### src/rtl/note_voice.sv
// Square-wave note voice with an ADSR-style (attack/sustain/release) envelope.
// Four prioritised gates pick the note; all state advances on sample_tick only.
module note_voice #(
  parameter logic [15:0] HALF0        = 16'd109,
  parameter logic [15:0] HALF1        = 16'd97,
  parameter logic [15:0] HALF2        = 16'd87,
  parameter logic [15:0] HALF3        = 16'd73,
  parameter logic [14:0] ATTACK_STEP  = 15'd64,
  parameter logic [14:0] RELEASE_STEP = 15'd32,
  parameter logic [14:0] AMP_MAX      = 15'd16384
) (
  input  logic        CLK,
  input  logic        RESET,
  input  logic        Enable,
  input  logic        gate0,
  input  logic        gate1,
  input  logic        gate2,
  input  logic        gate3,
  input  logic        sample_tick,
  output logic [15:0] sample_out,
  output logic        sample_valid,
  output logic        active
);

  typedef enum logic [1:0] {
    IDLE,
    ATTACK,
    SUSTAIN,
    RELEASE
  } env_state_t;

  localparam logic [14:0] AMP_FIRST = (ATTACK_STEP > AMP_MAX) ? AMP_MAX : ATTACK_STEP;

  env_state_t  state, state_next;
  logic [14:0] amp, amp_next;
  logic [15:0] phase, phase_next;
  logic        pol, pol_next;        // 0 = positive half-cycle
  logic [1:0]  note_idx, note_next;

  logic        gate_on;
  logic [1:0]  sel_idx;
  logic        note_change;
  logic [15:0] half_sel, half_eff;
  logic [15:0] amp_up_w, amp_dn_w;
  logic [14:0] amp_up, amp_dn;
  logic [15:0] amp_ext;
  logic [15:0] sample_next;

  // Gate decode and saturating envelope arithmetic
  always_comb begin
    gate_on = Enable & (gate0 | gate1 | gate2 | gate3);
    if (gate0)      sel_idx = 2'd0;
    else if (gate1) sel_idx = 2'd1;
    else if (gate2) sel_idx = 2'd2;
    else            sel_idx = 2'd3;

    amp_up_w = {1'b0, amp} + {1'b0, ATTACK_STEP};
    amp_up   = (amp_up_w > {1'b0, AMP_MAX}) ? AMP_MAX : amp_up_w[14:0];
    amp_dn_w = {1'b0, amp} - {1'b0, RELEASE_STEP};
    amp_dn   = amp_dn_w[15] ? '0 : amp_dn_w[14:0];
  end

  // Envelope next-state
  always_comb begin
    state_next = state;
    amp_next   = amp;
    case (state)
      IDLE: begin
        if (gate_on) begin
          state_next = ATTACK;
          amp_next   = AMP_FIRST;
        end else begin
          amp_next   = '0;
        end
      end
      ATTACK: begin
        if (gate_on) begin
          amp_next = amp_up;
          if (amp_up == AMP_MAX) state_next = SUSTAIN;
        end else begin
          amp_next   = amp_dn;
          state_next = RELEASE;
        end
      end
      SUSTAIN: begin
        if (gate_on) begin
          amp_next = AMP_MAX;
        end else begin
          amp_next   = amp_dn;
          state_next = RELEASE;
        end
      end
      RELEASE: begin
        if (gate_on) begin
          amp_next   = amp_up;
          state_next = ATTACK;
        end else begin
          amp_next = amp_dn;
          if (amp_dn == '0) state_next = IDLE;
        end
      end
      default: begin
        state_next = IDLE;
        amp_next   = '0;
      end
    endcase
  end

  // Oscillator next-state; a note switch only restarts the phase once sounding
  always_comb begin
    note_next = gate_on ? sel_idx : note_idx;
    case (note_next)
      2'd0:    half_sel = HALF0;
      2'd1:    half_sel = HALF1;
      2'd2:    half_sel = HALF2;
      default: half_sel = HALF3;
    endcase
    half_eff    = (half_sel == '0) ? 16'd1 : half_sel;
    note_change = gate_on && (state != IDLE) && (sel_idx != note_idx);

    phase_next = phase + 16'd1;
    pol_next   = pol;
    if (state_next == IDLE || note_change) begin
      phase_next = '0;
      pol_next   = 1'b0;
    end else if (phase == half_eff - 16'd1) begin
      phase_next = '0;
      pol_next   = ~pol;
    end

    amp_ext     = {1'b0, amp_next};
    sample_next = '0;
    if (state_next != IDLE)
      sample_next = pol_next ? (~amp_ext + 16'd1) : amp_ext;
  end

  always_ff @(posedge CLK or posedge RESET) begin
    if (RESET) begin
      state        <= IDLE;
      amp          <= '0;
      phase        <= '0;
      pol          <= 1'b0;
      note_idx     <= '0;
      sample_out   <= '0;
      sample_valid <= 1'b0;
    end else begin
      sample_valid <= sample_tick;
      if (sample_tick) begin
        state      <= state_next;
        amp        <= amp_next;
        phase      <= phase_next;
        pol        <= pol_next;
        note_idx   <= note_next;
        sample_out <= sample_next;
      end
    end
  end

  assign active = (state != IDLE);

endmodule

### config.mk
export PLATFORM = sky130hd
export DESIGN_NAME = note_voice
export DESIGN_NICKNAME = d
export VERILOG_FILES = /design/src/rtl/note_voice.sv
export SDC_FILE = /design/constraint.sdc
export NUM_CORES = 1
export LEC_CHECK = 0
export ABC_AREA = 1
export CORE_MARGIN = 10
export CORE_UTILIZATION = 58
export CTS_BUF_LIST = sky130_fd_sc_hd__clkbuf_16
export DETAILED_ROUTE_END_ITERATION = 10
export PLACE_DENSITY = 0.84
export SLEW_MARGIN = 15
export SYNTH_ARGS = -nofsm -noshare
export SYNTH_HDL_FRONTEND = slang
export SYNTH_SLANG_ARGS = --single-unit
### constraint.sdc
create_clock -name CLK -period 7.6 [get_ports CLK]
set_clock_uncertainty 0.1 [all_clocks]
set_input_delay 0.76 -clock CLK [delete_from_list [all_inputs] [get_ports CLK]]
set_output_delay 0.76 -clock CLK [all_outputs]
set_load 0.005 [all_outputs]
# After elaboration in Yosys (flattened, before gate mapping)
# Index checks and enable logic that the tools add are counted.
[word_totals] ff_bits=53 latchBits=0 ramBits=0 romBits=0 input_bits=8 out_inout_bits=18 wordCells=63 mem_count=0
[classes] addsub=5 mul=0 div_mod_pow=0 magnitude_cmp=1 n_eq_ne=8 shift=0 mux=25 bitwise_logic=6 n_reduce_logical=11
[ops] operator="$mux 16" count=5
[ops] operator="$mux 15" count=4
[ops] operator="$pmux 15 s3" count=1
[ops] operator="$add 16x1->16 const B" count=2
[ops] operator="$mux 2" count=9
[ops] operator="$pmux 6 s3" count=1
[ops] operator="$add 15x7->16 const B" count=1
[ops] operator="$eq 16x16->1" count=1
[ops] operator="$gt 16x15->1 const B" count=1
[ops] operator="$logic_not 16->1" count=1
[ops] operator="$not 15->16" count=1
[ops] operator="$sub 15x6->16 const B" count=1
[ops] operator="$sub 16x1->16 const B" count=1
[ops] operator="$eq 15x15->1 const B" count=1
[ops] operator="$logic_not 15->1" count=1
[ops] operator="$pmux 2 s4" count=1
[ops] operator="$mux 7" count=1
[ops] operator="$eq 2x2->1 const B" count=3
[ops] operator="$logic_not 2->1" count=3
[ops] operator="$eq 2x1->1 const B" count=2
[ops] operator="$reduce_bool 2->1" count=2
[ops] operator="$mux 1" count=3
[ops] operator="$or 1x1->1" count=3
[ops] operator="$logic_and 1x1->1" count=2
[ops] operator="5 further kinds" count=5

# Logic depth before layout (Yosys ltp)
# Gate-level depths: netlist (run 1).
[logic_depth] ltp_word=15 mapped_depth=23

# Worst setup path after synthesis (run 1)
# Ideal clock, no wire load.
[synth_path] path_type="input-to-reg" startpoint="input port gate0" endpoint="register sample_out[9]" arrival_time_ns=3.131 required_ns=7.382 setup_slack_ns=4.252 cell_stages=18 cell_sequence="nor2_1 a21oi_1 buf_2 o21bai_1 inv_1 ha_1 xor2_1 nor2_1 nand4_1 nor3_1 nand3_1 inv_1 o21ai_0 a21oi_2 buf_2 nand4_1 nand3_1 nand2_1"
[synth_via] elab_chain_len=15
[synth_rtl] item="start: declaration" line="15" source="input logic gate0,"
[synth_rtl] item="$or 1x1->1 (3 in series)" line="51" source="gate_on = Enable & (gate0 | gate1 | gate2 | gate3);"
[synth_rtl] item="$and 1x1->1" line="51"
[synth_rtl] item="$mux 2 *" line="111" source="note_next = gate_on ? sel_idx : note_idx;"
[synth_rtl] item="net note_next[1]" line="38" source="logic [1:0] note_idx, note_next;"
[synth_rtl] item="$eq 2x2->1 (tied with other cells)" line="112" source="case (note_next)"
[synth_rtl] item="$pmux 6 s3 *" line="112"
[synth_rtl] item="$logic_not 16->1" line="118" source="half_eff = (half_sel == '0) ? 16'd1 : half_sel;"
[synth_rtl] item="$mux 16 *" line="118"
[synth_rtl] item="$sub 16x1->16 *" line="126" source="end else if (phase == half_eff - 16'd1) begin"
[synth_rtl] item="$eq 16x16->1 *" line="126"
[synth_rtl] item="$mux 1 *" line="126"
[synth_rtl] item="$mux 1 *" line="123" source="if (state_next == IDLE || note_change) begin"
[synth_rtl] item="$mux 16 *" line="134" source="sample_next = pol_next ? (~amp_ext + 16'd1) : amp_ext;"
[synth_rtl] item="$mux 16 *" line="133" source="if (state_next != IDLE)"
[synth_rtl] item="end signal: assignment" line="154" source="sample_out <= sample_next;"
[synth_rtl] item="end: declaration" line="20" source="output logic [15:0] sample_out,"
# Mark *: on every way through the listed nets, which the timed path passes. The rest lies on a longest branch.
# A chain may end at the register's enable or synchronous reset.

# Worst setup path in the final report (run 1)
[layout_path] startpoint="input port gate1" endpoint="register sample_out[12]"
[layout_via] elab_chain_len=15
[layout_rtl] item="start: declaration" line="16" source="input logic gate1,"
[layout_rtl] item="$or 1x1->1 (3 in series)" line="51"
[layout_rtl] item="$and 1x1->1" line="51"
[layout_rtl] item="$mux 2" line="111"
[layout_rtl] item="$eq 2x2->1 (tied with other cells)" line="112"
[layout_rtl] item="$pmux 6 s3" line="112"
[layout_rtl] item="$logic_not 16->1" line="118"
[layout_rtl] item="$mux 16" line="118"
[layout_rtl] item="$sub 16x1->16" line="126"
[layout_rtl] item="$eq 16x16->1" line="126"
[layout_rtl] item="$mux 1" line="126"
[layout_rtl] item="$mux 1" line="123"
[layout_rtl] item="$mux 16" line="134"
[layout_rtl] item="$mux 16 *" line="133"
# Every way passes the cells marked *; elsewhere a longest branch is shown, timed or not.

==> impl_metrics.prom, run 1 <==
# TYPE chip_impl_metric gauge
chip_impl_info{name="outcome",value="finished clean"} 1
chip_impl_metric{name="die_outline_area",unit="sq mm"} 0.0107
chip_impl_info{name="startpoint_kind_of_the_worst_setup_timing_path",value="input pin"} 1
chip_impl_metric{name="fill_count",unit=""} 607
chip_impl_metric{name="clk_pin_slew",unit="ns"} 0.08
chip_impl_metric{name="ys_seq_area_share",unit="%"} 33.0
chip_impl_info{name="kind_of_end_point_of_the_critical_path",value="flip-flop"} 1
chip_impl_metric{name="post_cts.repair.setup_buffers",unit=""} 0
chip_impl_info{name="cp-startpoint",value="gate1"} 1
chip_impl_metric{name="top_level_ports",unit=""} 26
chip_impl_metric{name="cap_viol_max_count",unit=""} 0
chip_impl_metric{name="synth-seq-cells",unit=""} 53
chip_impl_metric{name="dieWidth",unit="um"} 103
chip_impl_metric{name="finalHoldViolCount",unit=""} 0
chip_impl_info{name="worstHoldPathType",value="reg -> reg"} 1
chip_impl_metric{name="diodes",unit=""} 0
chip_impl_metric{name="grt_pass1_vias",unit=""} 3819
chip_impl_metric{name="final.setup.worst_slack",unit="ns"} 3.17
chip_impl_metric{name="dp_hpwl",unit="um"} 7410
chip_impl_metric{name="route.detailed.vias_per_inst",unit=""} 5.71
chip_impl_metric{name="initial_core_util",unit="%"} 59.5
chip_impl_info{name="post_synth_most_frequent_cells",value="189 x nand2_1, 67 x inv_1, 60 x nor2_1"} 1
chip_impl_metric{name="layout-drive-gt1-share",unit="%"} 7.49
chip_impl_metric{name="number_of_cell_rows",unit=""} 30
chip_impl_metric{name="grt_first_pass_wirelength",unit="um"} 17400
chip_impl_info{name="cts.root.buffer_cell",value="clkbuf_16"} 1
chip_impl_metric{name="final_routed_wire_length_divided_by_cell_count",unit="um"} 14.6
chip_impl_metric{name="synthesis.nets",unit=""} 614
chip_impl_metric{name="final_gp_congestion",unit=""} 0.944
chip_impl_metric{name="port_buffers",unit=""} 25
chip_impl_metric{name="cts-root-to-sink-buffers",unit=""} 2
chip_impl_metric{name="maxSlewViolCount",unit=""} 0
chip_impl_metric{name="clock_sinks",unit=""} 53
chip_impl_metric{name="synthesis.area",unit="sq mm"} 0.00402
chip_impl_metric{name="wp_data_required",unit="ns"} 7.69
chip_impl_metric{name="finish.instance_area",unit="sq mm"} 0.00444
chip_impl_metric{name="max_slew.worst_pin.slew",unit="ns"} 0.992
chip_impl_info{name="synth_top_cells_by_area",value="dfrtp_1 33%, nand2_1 18%, nand3_1 7.1%, inv_1 6.3%, nor2_1 5.6%"} 1
chip_impl_metric{name="placedInstanceArea",unit="sq mm"} 0.00427
chip_impl_metric{name="setup-violations-final",unit=""} 0
chip_impl_metric{name="post_synth_num_cell_types",unit=""} 39
chip_impl_info{name="crit_end",value="sample_out[12]"} 1
chip_impl_metric{name="cts_made_buffers",unit=""} 5
chip_impl_metric{name="clk_latency",unit="ns"} 0.30
chip_impl_info{name="cts_tree",value="built"} 1
chip_impl_metric{name="switching_share",unit="%"} 48.7
chip_impl_metric{name="place_worst_setup_slack",unit="ns"} 2.87
chip_impl_metric{name="reg2reg_setup_slack",unit="ns"} 4.17
chip_impl_metric{name="h-tree-depth",unit=""} 2
chip_impl_info{name="critical_path.reg2reg.startpoint",value="amp[8]"} 1
chip_impl_metric{name="grt_use_total",unit="%"} 20.0
chip_impl_metric{name="postRouteAntennaNets",unit=""} 0
chip_impl_metric{name="avgSynthCellArea",unit="sq um"} 6.73
chip_impl_metric{name="antenna_found_initial",unit=""} 0
chip_impl_metric{name="totalWireLength",unit="um"} 10100
chip_impl_metric{name="detail_route.drc_violations",unit=""} 0
chip_impl_metric{name="share_seq_of_total_power",unit="%"} 26.2
chip_impl_metric{name="hold_buffers",unit=""} 0
chip_impl_metric{name="fin_setup_tns",unit="ns"} 0
chip_impl_metric{name="finish.net_count",unit=""} 629
chip_impl_metric{name="synth_cells",unit=""} 598
chip_impl_metric{name="total_power",unit="W"} 0.00152
chip_impl_info{name="critical_path_class",value="in -> reg"} 1
chip_impl_metric{name="area_growth",unit="%"} 10.4
chip_impl_metric{name="irDropWorstVdd",unit="uV"} 115
chip_impl_metric{name="pwr_density_cell",unit="mW/mm^2"} 343
chip_impl_metric{name="non_filler_cells_in_the_finished_layout",unit=""} 694
chip_impl_metric{name="achievable-frequency",unit="GHz"} 0.226
chip_impl_metric{name="total_switching_power",unit="W"} 0.000741
chip_impl_metric{name="grt_overflow",unit=""} 0
chip_impl_metric{name="grt_max_degree",unit=""} 54
chip_impl_metric{name="internal_power",unit="W"} 0.000781
chip_impl_metric{name="post-route-period-util",unit="%"} 58.3
chip_impl_metric{name="netlist.area_leader.share",unit="%"} 33.0
chip_impl_metric{name="async_reset_ff_share",unit="%"} 100
chip_impl_metric{name="placed_cells",unit=""} 686
chip_impl_metric{name="crit_fanout",unit=""} 15
chip_impl_metric{name="synth-edff-count",unit=""} 0
chip_impl_info{name="dominantRegCellSynth",value="dfrtp_1"} 1
chip_impl_metric{name="yosys_warnings",unit=""} 0
chip_impl_metric{name="worst-r2r-cell-count",unit=""} 18
chip_impl_metric{name="comb_power_share",unit="%"} 56.1
chip_impl_metric{name="count_of_tritonroute_iterations_in_the_first_routing_pass",unit=""} 5
chip_impl_metric{name="power.leakage",unit="nW"} 2.18
chip_impl_metric{name="final_period_minus_worst_setup_slack",unit="ns"} 4.43
chip_impl_metric{name="via_count",unit=""} 3961
chip_impl_metric{name="initialDrtViolationCount",unit=""} 262
chip_impl_metric{name="timing.max_slew.rel_slack",unit="%"} 33.8
chip_impl_info{name="grt_setup_unrepaired",value="no"} 1
chip_impl_metric{name="cts-resized-gates",unit=""} 0
chip_impl_metric{name="timing.critical_path.arrival",unit="ns"} 4.53
chip_impl_info{name="dominant_cell_by_count_in_the_synthesized_netlist",value="nand2_1"} 1
chip_impl_info{name="synth_top_area_cell",value="dfrtp_1"} 1
chip_impl_info{name="worstReg2RegEnd",value="sample_out[10]"} 1
chip_impl_metric{name="core_area",unit="sq mm"} 0.00676
chip_impl_metric{name="clockPowerShare",unit="%"} 17.7
chip_impl_metric{name="die-height",unit="um"} 103
## how the worst min path moves through the flow
stage                              start              to  slack [ns]  cells after the start
after global routing       sample_out[8]   sample_out[8]        0.41                      2
after detailed placement  sample_out[13]  sample_out[13]        0.36                      2
after floorplan            sample_out[2]   sample_out[2]        0.37                      2
after global placement     sample_out[9]   sample_out[9]        0.36                      2
final                      sample_out[9]   sample_out[9]        0.38                      2
after CTS                 sample_out[13]  sample_out[13]        0.38                      2
## cells in the final DEF (no fill, tap or decap), types with 2 or more instances in the layout
cell / netlist / final
o211ai_1: 3 / 3
or2_2: 2 / 2
o21ai_0: 39 / 39
inv_1: 67 / 66
nand4_1: 15 / 15
a21oi_1: 3 / 3
o22ai_2: 10 / 10
clkinv_2: 0 / 2
ha_1: 8 / 8
nand3_1: 57 / 57
nor4_1: 2 / 2
o22ai_1: 2 / 2
xnor2_1: 5 / 5
dfrtp_1: 53 / 53
nand2_2: 4 / 4
xor2_1: 16 / 16
clkbuf_16: 0 / 5
nor2_2: 5 / 5
o21bai_1: 2 / 2
nand3_2: 4 / 4
nand2_1: 189 / 189
nor2_1: 60 / 60
nor3_1: 14 / 14
inv_2: 2 / 2
clkdlybuf4s50_1: 0 / 24
o21ai_1: 7 / 7
## sequential cells by signal, summed over array words and instances (netlist names)
register and flops:
sample_valid 1, sample_out 16, note_idx 2, state 2, pol 1, amp 15, phase 16
## power groups by stage
stage	Sequential [W]	Clock (W)	Combinational, W
2_1_floorplan	0.000385	0	0.000648
3_3_place_gp	0.000401	0	0.000813
3_5_place_dp	0.000403	0	0.000830
4_1_cts	0.000398	0.000271	0.000838
5_1_grt	0.000408	0.000286	0.000967
6_report	0.000399	0.000270	0.000854
## metrics by stage
| step | utilization (%) | hold slack [ns] |
|---|---|---|
| global placement | 63.2 | 0.362 |
| finish | 65.7 | 0.380 |
| global route | 65.7 | 0.409 |
| CTS | 65.7 | 0.385 |
| floorplan | - | 0.372 |
| detailed placement | 63.2 | 0.365 |
## layer usage
metal | track usage [%] | share of wire (%) | vias up
met2 | 33.3 | 48 | 124
met3 | 3.59 | 5.0 | 27
met1 | 25.1 | 44 | 1845
met5 | 0 | 0 | -
li1 | - | - | 1965
met4 | 7.59 | 2.9 | 0
## critical path, cell delays in order
cell and delay [ns]:
clkdlybuf4s50_1 0.48, nor2_1 0.07, a21oi_1 0.68, nand2_1 0.10, o21ai_1 0.20, ha_1 0.29, xor2_1 0.16, nor2_1 0.11
nand4_1 0.09, nor3_1 0.18, nand3_1 0.09, inv_1 0.05, o21ai_0 0.08, a21oi_2 0.51, nand2_2 0.29, inv_1 0.18
nand2_1 0.07, nand3_1 0.07, nand2_1 0.06
## kinds of logic after synthesis
family | count (synthesis) | synth area share [%]
adders and majority gates | 8 | 2.49
and+or+nand+nor | 357 | 39.0
DFF | 53 | 33.0
AOI/OAI and AO/OA | 71 | 11.5
buffers and inverters | 87 | 9.05
xor gates and xnor gates | 22 | 4.98
## area by class of cell
type | count | area, sq um | share of cell area (%)
multi-input combinational | 458 | 2330 | 52.5
tap | 80 | 100 | 2.25
timing repair buffer | 26 | 253 | 5.69
inverter | 69 | 260 | 5.86
clock buffer | 5 | 125 | 2.82
clock inverter | 3 | 43.8 | 0.986
sequential | 53 | 1330 | 29.9
Note: power is estimated with default switching activity, not from simulation.
==> run 2, diff against run 1 <==
- clock period: 7.6 -> 4.5 ns (I/O delays scaled with it)
==> impl_metrics.prom, run 2 (same netlist as run 1, synthesis figures left out) <==
# TYPE chip_impl_metric gauge
chip_impl_metric{name="via_count",unit=""} 3947
chip_impl_metric{name="timing.max_slew.rel_slack",unit="%"} 32.8
chip_impl_metric{name="final_routed_wire_length_divided_by_cell_count",unit="um"} 14.6
chip_impl_metric{name="power.leakage",unit="nW"} 2.18
chip_impl_metric{name="area_growth",unit="%"} 10.1
chip_impl_metric{name="reg2reg_setup_slack",unit="ns"} 0.97
chip_impl_metric{name="max_slew.worst_pin.slew",unit="ns"} 1.01
chip_impl_info{name="worstReg2RegEnd",value="sample_out[12]"} 1
chip_impl_metric{name="port_buffers",unit=""} 25
chip_impl_metric{name="final.setup.worst_slack",unit="ns"} 0.969
chip_impl_metric{name="internal_power",unit="W"} 0.00126
chip_impl_metric{name="dp_hpwl",unit="um"} 7360
chip_impl_metric{name="share_seq_of_total_power",unit="%"} 27.0
chip_impl_metric{name="grt_overflow",unit=""} 0
chip_impl_metric{name="grt_max_degree",unit=""} 54
chip_impl_metric{name="place_worst_setup_slack",unit="ns"} 0.728
chip_impl_metric{name="totalWireLength",unit="um"} 10100
chip_impl_metric{name="count_of_tritonroute_iterations_in_the_first_routing_pass",unit=""} 5
chip_impl_metric{name="number_of_cell_rows",unit=""} 30
chip_impl_metric{name="pwr_density_cell",unit="mW/mm^2"} 564
chip_impl_metric{name="cap_viol_max_count",unit=""} 0
chip_impl_info{name="critical_path_class",value="reg -> reg"} 1
chip_impl_metric{name="clock_sinks",unit=""} 53
chip_impl_metric{name="grt_pass1_vias",unit=""} 3721
chip_impl_metric{name="fill_count",unit=""} 580
chip_impl_metric{name="fin_setup_tns",unit="ns"} 0
chip_impl_metric{name="grt_first_pass_wirelength",unit="um"} 17000
chip_impl_info{name="critical_path.reg2reg.startpoint",value="amp[7]"} 1
chip_impl_metric{name="post_cts.repair.setup_buffers",unit=""} 0
chip_impl_info{name="worst_hold_end",value="sample_out[7]"} 1
chip_impl_metric{name="clk_pin_slew",unit="ns"} 0.07
chip_impl_metric{name="postRouteAntennaNets",unit=""} 0
chip_impl_metric{name="core_area",unit="sq mm"} 0.00676
chip_impl_metric{name="comb_power_share",unit="%"} 57.4
chip_impl_info{name="grt_setup_unrepaired",value="no"} 1
chip_impl_metric{name="route.detailed.vias_per_inst",unit=""} 5.67
chip_impl_metric{name="wp_data_required",unit="ns"} 4.59
chip_impl_metric{name="finish.instance_area",unit="sq mm"} 0.00443
chip_impl_metric{name="achievable-frequency",unit="GHz"} 0.283
chip_impl_info{name="layout_commonest_cell",value="nand2_1"} 1
chip_impl_metric{name="setup-violations-final",unit=""} 0
chip_impl_metric{name="h-tree-depth",unit=""} 2
chip_impl_metric{name="diodes",unit=""} 0
chip_impl_metric{name="top_level_ports",unit=""} 26
chip_impl_info{name="layout_common_cells",value="189 x nand2_1, 67 x inv_1, 60 x nor2_1, 57 x nand3_1, 53 x dfrtp_1"} 1
chip_impl_metric{name="initial_core_util",unit="%"} 59.5
chip_impl_metric{name="grt_use_total",unit="%"} 19.5
chip_impl_info{name="kind_of_end_point_of_the_critical_path",value="flip-flop"} 1
chip_impl_info{name="cts_tree",value="built"} 1
chip_impl_metric{name="antenna_found_initial",unit=""} 0
chip_impl_metric{name="worst-r2r-cell-count",unit=""} 17
chip_impl_metric{name="total_switching_power",unit="W"} 0.00124
chip_impl_metric{name="dieWidth",unit="um"} 103
chip_impl_metric{name="cts_made_buffers",unit=""} 5
chip_impl_metric{name="hold_buffers",unit=""} 0
chip_impl_metric{name="cts-resized-gates",unit=""} 0
chip_impl_info{name="hp-start",value="sample_out[7]"} 1
chip_impl_metric{name="finalHoldViolCount",unit=""} 0
chip_impl_metric{name="placedInstanceArea",unit="sq mm"} 0.00429
chip_impl_metric{name="final_gp_congestion",unit=""} 0.924
chip_impl_metric{name="detail_route.drc_violations",unit=""} 0
chip_impl_metric{name="finish.net_count",unit=""} 631
chip_impl_metric{name="die_outline_area",unit="sq mm"} 0.0107
chip_impl_metric{name="maxSlewViolCount",unit=""} 0
chip_impl_metric{name="initialDrtViolationCount",unit=""} 335
chip_impl_metric{name="clk_latency",unit="ns"} 0.29
chip_impl_metric{name="layout-drive-gt1-share",unit="%"} 7.63
chip_impl_metric{name="post-route-period-util",unit="%"} 78.5
chip_impl_metric{name="switching_share",unit="%"} 49.5
chip_impl_info{name="worstHoldPathType",value="reg -> reg"} 1
chip_impl_info{name="outcome",value="finished clean"} 1
chip_impl_info{name="cts.root.buffer_cell",value="clkbuf_16"} 1
chip_impl_metric{name="final_period_minus_worst_setup_slack",unit="ns"} 3.53
chip_impl_metric{name="number_of_cells_traversed_by_the_worst_hold_path",unit=""} 2
chip_impl_metric{name="clockPowerShare",unit="%"} 15.6
chip_impl_metric{name="irDropWorstVdd",unit="uV"} 222
chip_impl_info{name="reg.largest.list",value="phase (16), sample_out (16), amp (15)"} 1
chip_impl_metric{name="die-height",unit="um"} 103
chip_impl_metric{name="crit_fanout",unit=""} 13
chip_impl_metric{name="timing.critical_path.arrival",unit="ns"} 3.62
chip_impl_metric{name="cts-root-to-sink-buffers",unit=""} 2
chip_impl_info{name="startpoint_kind_of_the_worst_setup_timing_path",value="flip-flop"} 1
-- run 2: metrics by stage --
stage / total power (W) / hold slack [ns] / instances / utilization, %
CTS: 0.00249 / 0.384 / 696 / 65.5
floorplan: 0.00175 / 0.372 / 598 / -
global placement: 0.00205 / 0.363 / 688 / 63.4
finish: 0.00250 / 0.378 / 696 / 65.6
global route: 0.00273 / 0.399 / 696 / 65.6
detailed placement: 0.00209 / 0.365 / 688 / 63.4
-- run 2: power groups by stage --
stage                     Clock [W]  Sequential, W  Combinational (W)
after global placement            0       0.000679            0.00137
after CTS                  0.000393       0.000675            0.00142
after global routing       0.000419       0.000690            0.00162
final                      0.000389       0.000675            0.00143
after detailed placement          0       0.000684            0.00141
after floorplan                   0       0.000651            0.00109
-- run 2: critical path, cell delays in order, from the launching register on --
cell and delay [ns]:
dfrtp_1 0.51, nand3_1 0.18, nor2_1 0.18, nand3_1 0.44, a21boi_2 0.38, nand2_1 0.08, o21ai_1 0.09, nand2_1 0.17
ha_1 0.23, nand3_1 0.11, nor2_2 0.21, nand2_1 0.15, nor2_2 0.19, nand3_1 0.10, nand2_1 0.10, nand2_1 0.06
nand3_1 0.06, nand2_1 0.05
-- run 2: area by class of cell --
cell class                      count  area [sq um]  share of cell area [%]
Clock buffer                        5           125                    2.82
Clock inverter                      3          17.5                   0.395
Inverter                           69           260                    5.88
Multi-Input combinational cell    458          2330                    52.7
Sequential cell                    53          1330                    29.9
Tap cell                           80           100                    2.26
Timing Repair Buffer               28           268                    6.05
-- run 2: metal layers --
layer	track usage (%)	vias to the layer above	routed length, um
met5	0	-	0
met4	6.63	0	248
met3	3.46	22	523
met2	33.2	108	4950
met1	24.3	1856	4410
li1	-	1961	-
-- run 2: how the worst max path moves through the flow --
stage / startpoint / slack, ns / end
floorplan: gate0 / 1.46 / sample_out[9]
global placement: gate0 / 0.83 / sample_out[11]
detailed placement: gate0 / 0.73 / sample_out[11]
CTS: gate0 / 1.03 / sample_out[11]
global route: amp[7] / 0.65 / sample_out[10]
finish: amp[7] / 0.97 / sample_out[12]
==> run 3, diff against run 2 <==
- clock period: 4.5 -> 3.7 ns (I/O delays scaled with it)
==> impl_metrics.prom, run 3 (same netlist as run 1, synthesis figures left out) <==
# TYPE chip_impl_metric gauge
chip_impl_info{name="outcome",value="finished clean"} 1
chip_impl_info{name="kind_of_end_point_of_the_critical_path",value="flip-flop"} 1
chip_impl_metric{name="grt_max_degree",unit=""} 50
chip_impl_metric{name="antenna_found_initial",unit=""} 0
chip_impl_metric{name="detail_route.drc_violations",unit=""} 0
chip_impl_metric{name="final_gp_congestion",unit=""} 0.936
chip_impl_metric{name="clk_latency",unit="ns"} 0.30
chip_impl_metric{name="dp_hpwl",unit="um"} 7370
chip_impl_metric{name="finalHoldViolCount",unit=""} 0
chip_impl_metric{name="die_outline_area",unit="sq mm"} 0.0107
chip_impl_metric{name="crit_fanout",unit=""} 7
chip_impl_metric{name="finish.net_count",unit=""} 635
chip_impl_metric{name="final_routed_wire_length_divided_by_cell_count",unit="um"} 14.3
chip_impl_info{name="cell_type_with_the_highest_occurrence_count_on_the_critical_path",value="nand2_1"} 1
chip_impl_info{name="worst_path_max_delay_cell",value="dfrtp_1"} 1
chip_impl_metric{name="core_area",unit="sq mm"} 0.00676
chip_impl_metric{name="post_cts.repair.setup_buffers",unit=""} 0
chip_impl_metric{name="route.detailed.vias_per_inst",unit=""} 5.62
chip_impl_metric{name="totalWireLength",unit="um"} 10000
chip_impl_metric{name="grt_use_total",unit="%"} 19.5
chip_impl_metric{name="final.setup.worst_slack",unit="ns"} 0.357
chip_impl_metric{name="place_worst_setup_slack",unit="ns"} 0.235
chip_impl_metric{name="crit_path_max_incr_delay",unit="ns"} 0.43
chip_impl_info{name="hp-start",value="sample_out[9]"} 1
chip_impl_info{name="layout_common_cells",value="189 x nand2_1, 66 x inv_1, 60 x nor2_1, 57 x nand3_1, 53 x dfrtp_1"} 1
chip_impl_metric{name="number_of_cell_rows",unit=""} 30
chip_impl_metric{name="pwr_density_cell",unit="mW/mm^2"} 685
chip_impl_metric{name="postRouteAntennaNets",unit=""} 0
chip_impl_info{name="startpoint_kind_of_the_worst_setup_timing_path",value="flip-flop"} 1
chip_impl_metric{name="hold_buffers",unit=""} 0
chip_impl_metric{name="setup-violations-final",unit=""} 0
chip_impl_metric{name="timing.critical_path.arrival",unit="ns"} 3.48
chip_impl_info{name="cp-startpoint",value="amp[6]"} 1
chip_impl_metric{name="port_buffers",unit=""} 25
chip_impl_info{name="critical_path.reg2reg.startpoint",value="amp[6]"} 1
chip_impl_metric{name="power.leakage",unit="nW"} 2.20
chip_impl_info{name="reg.largest.list",value="phase (16), sample_out (16), amp (15)"} 1
chip_impl_info{name="cts_tree",value="built"} 1
chip_impl_metric{name="clk_pin_slew",unit="ns"} 0.07
chip_impl_metric{name="initialDrtViolationCount",unit=""} 326
chip_impl_metric{name="maxSlewViolCount",unit=""} 0
chip_impl_info{name="worstHoldPathType",value="reg -> reg"} 1
chip_impl_info{name="layout_commonest_cell",value="nand2_1"} 1
chip_impl_metric{name="globalRouteMet1Util",unit="%"} 24.9
chip_impl_metric{name="grt_first_pass_wirelength",unit="um"} 17300
chip_impl_info{name="grt_most_used_layer",value="met2"} 1
chip_impl_metric{name="die-height",unit="um"} 103
chip_impl_metric{name="max_slew.worst_pin.slew",unit="ns"} 1.04
chip_impl_metric{name="top_level_ports",unit=""} 26
chip_impl_metric{name="layout-drive-gt1-share",unit="%"} 8.39
chip_impl_info{name="crit_path_cell_trace",value="inv_1 -> ha_1 -> nand3_1 -> nor2_1 -> inv_1 -> nor3_1 -> o21ai_1 -> nand2_1 -> ha_1 -> nand3_1 -> nor2_2 -> nand2_1 -> nor2_2 -> nand3_1 -> nand2_1 -> nand3_1 -> nand2_1 -> nand2_1 -> nand2_1"} 1
chip_impl_metric{name="timing.max_slew.rel_slack",unit="%"} 30.6
chip_impl_metric{name="via_count",unit=""} 3933
chip_impl_metric{name="diodes",unit=""} 0
chip_impl_metric{name="hold-worst-slack",unit="ns"} 0.378
chip_impl_info{name="cts.root.buffer_cell",value="clkbuf_16"} 1
chip_impl_metric{name="count_of_tritonroute_iterations_in_the_first_routing_pass",unit=""} 5
chip_impl_metric{name="wp_data_required",unit="ns"} 3.84
chip_impl_metric{name="cts-root-to-sink-buffers",unit=""} 2
chip_impl_info{name="critical_path_class",value="reg -> reg"} 1
chip_impl_metric{name="dieWidth",unit="um"} 103
chip_impl_metric{name="groute.layer.met2.usage",unit="%"} 34.3
chip_impl_metric{name="met3_usage",unit="%"} 2.33
chip_impl_metric{name="cap_viol_max_count",unit=""} 0
chip_impl_metric{name="clock_sinks",unit=""} 53
chip_impl_metric{name="h-tree-depth",unit=""} 2
chip_impl_metric{name="achievable-frequency",unit="GHz"} 0.299
chip_impl_metric{name="cts_made_buffers",unit=""} 5
chip_impl_metric{name="initial_core_util",unit="%"} 59.5
chip_impl_info{name="grt_setup_unrepaired",value="no"} 1
chip_impl_metric{name="post-route-period-util",unit="%"} 90.4
chip_impl_metric{name="final_period_minus_worst_setup_slack",unit="ns"} 3.34
chip_impl_metric{name="grt_pass1_vias",unit=""} 3784
chip_impl_metric{name="grt_overflow",unit=""} 0
chip_impl_metric{name="fin_setup_tns",unit="ns"} 0
chip_impl_metric{name="irDropWorstVdd",unit="uV"} 317
chip_impl_metric{name="area_growth",unit="%"} 11.3
==> run 3: cell count changes in the layout (fill, tap and decap cells not counted), sizes merged <==
cell,change
clkinvlp,+2
clkinv,-2
buf,+4
==> run 3: per-stage QoR <==
step | util (%) | cell area (sq um) | power (W) | std cells
global placement | 63.9 | 4320 | 0.00252 | 692
global route | 66.2 | 4480 | 0.00337 | 700
detailed placement | 63.9 | 4320 | 0.00255 | 692
finish | 66.2 | 4480 | 0.00306 | 700
CTS | 66.1 | 4470 | 0.00305 | 700
floorplan | - | 4020 | 0.00212 | 598
==> run 3: final timing paths <==
path / slack [ns] / endpoint / depth (start not counted)
min: 0.38 / sample_out[9] / 2
min in group asynchronous: 0.39 / phase[9] / 2
min reg2reg: 0.38 / sample_out[9] / 2
max reg2reg: 0.36 / sample_out[10] / 19
max in group asynchronous: 2.36 / sample_valid / 3
max: 0.36 / sample_out[10] / 19
==> run 3: timing repair <==
action,4_1_cts,5_1_grt
gates resized for setup,0,1
setup endpoints to repair,0,1
hold endpoints to repair,0,0
==> run 3: power breakdown <==
group          internal [W]  total [W]  switching, W  leakage, nW
Sequential         0.000688   0.000822      0.000133        0.716
Combinational      0.000616    0.00175       0.00114         1.42
Clock              0.000256   0.000487      0.000231       0.0680
==> run 3: area by class of cell <==
| class | count | area [sq um] |
|---|---|---|
| Clock inverter | 3 | 26.3 |
| Tap cell | 80 | 100 |
| Sequential cell | 53 | 1330 |
| Timing Repair Buffer | 32 | 298 |
| Clock buffer | 5 | 125 |
| Inverter | 69 | 259 |
| Fill cell | 602 | 2280 |
| Multi-Input combinational cell | 458 | 2340 |
==> run 3: critical path, delay by kind of cell, from the launching register on <==
family                     cells  cell delay, ns
AOI/OAI and AO/OA              1            0.16
buffers and inverters          2            0.27
adders and majority gates      2            0.52
DFF                            1            0.43
and+or+nand+nor               14            1.78
==> run 3: per-layer routing <==
layer	vias to the layer above	share of wire (%)
li1	1973	-
met1	1836	44
met2	113	51
met3	11	4.3
met4	0	1.1
met5	-	0
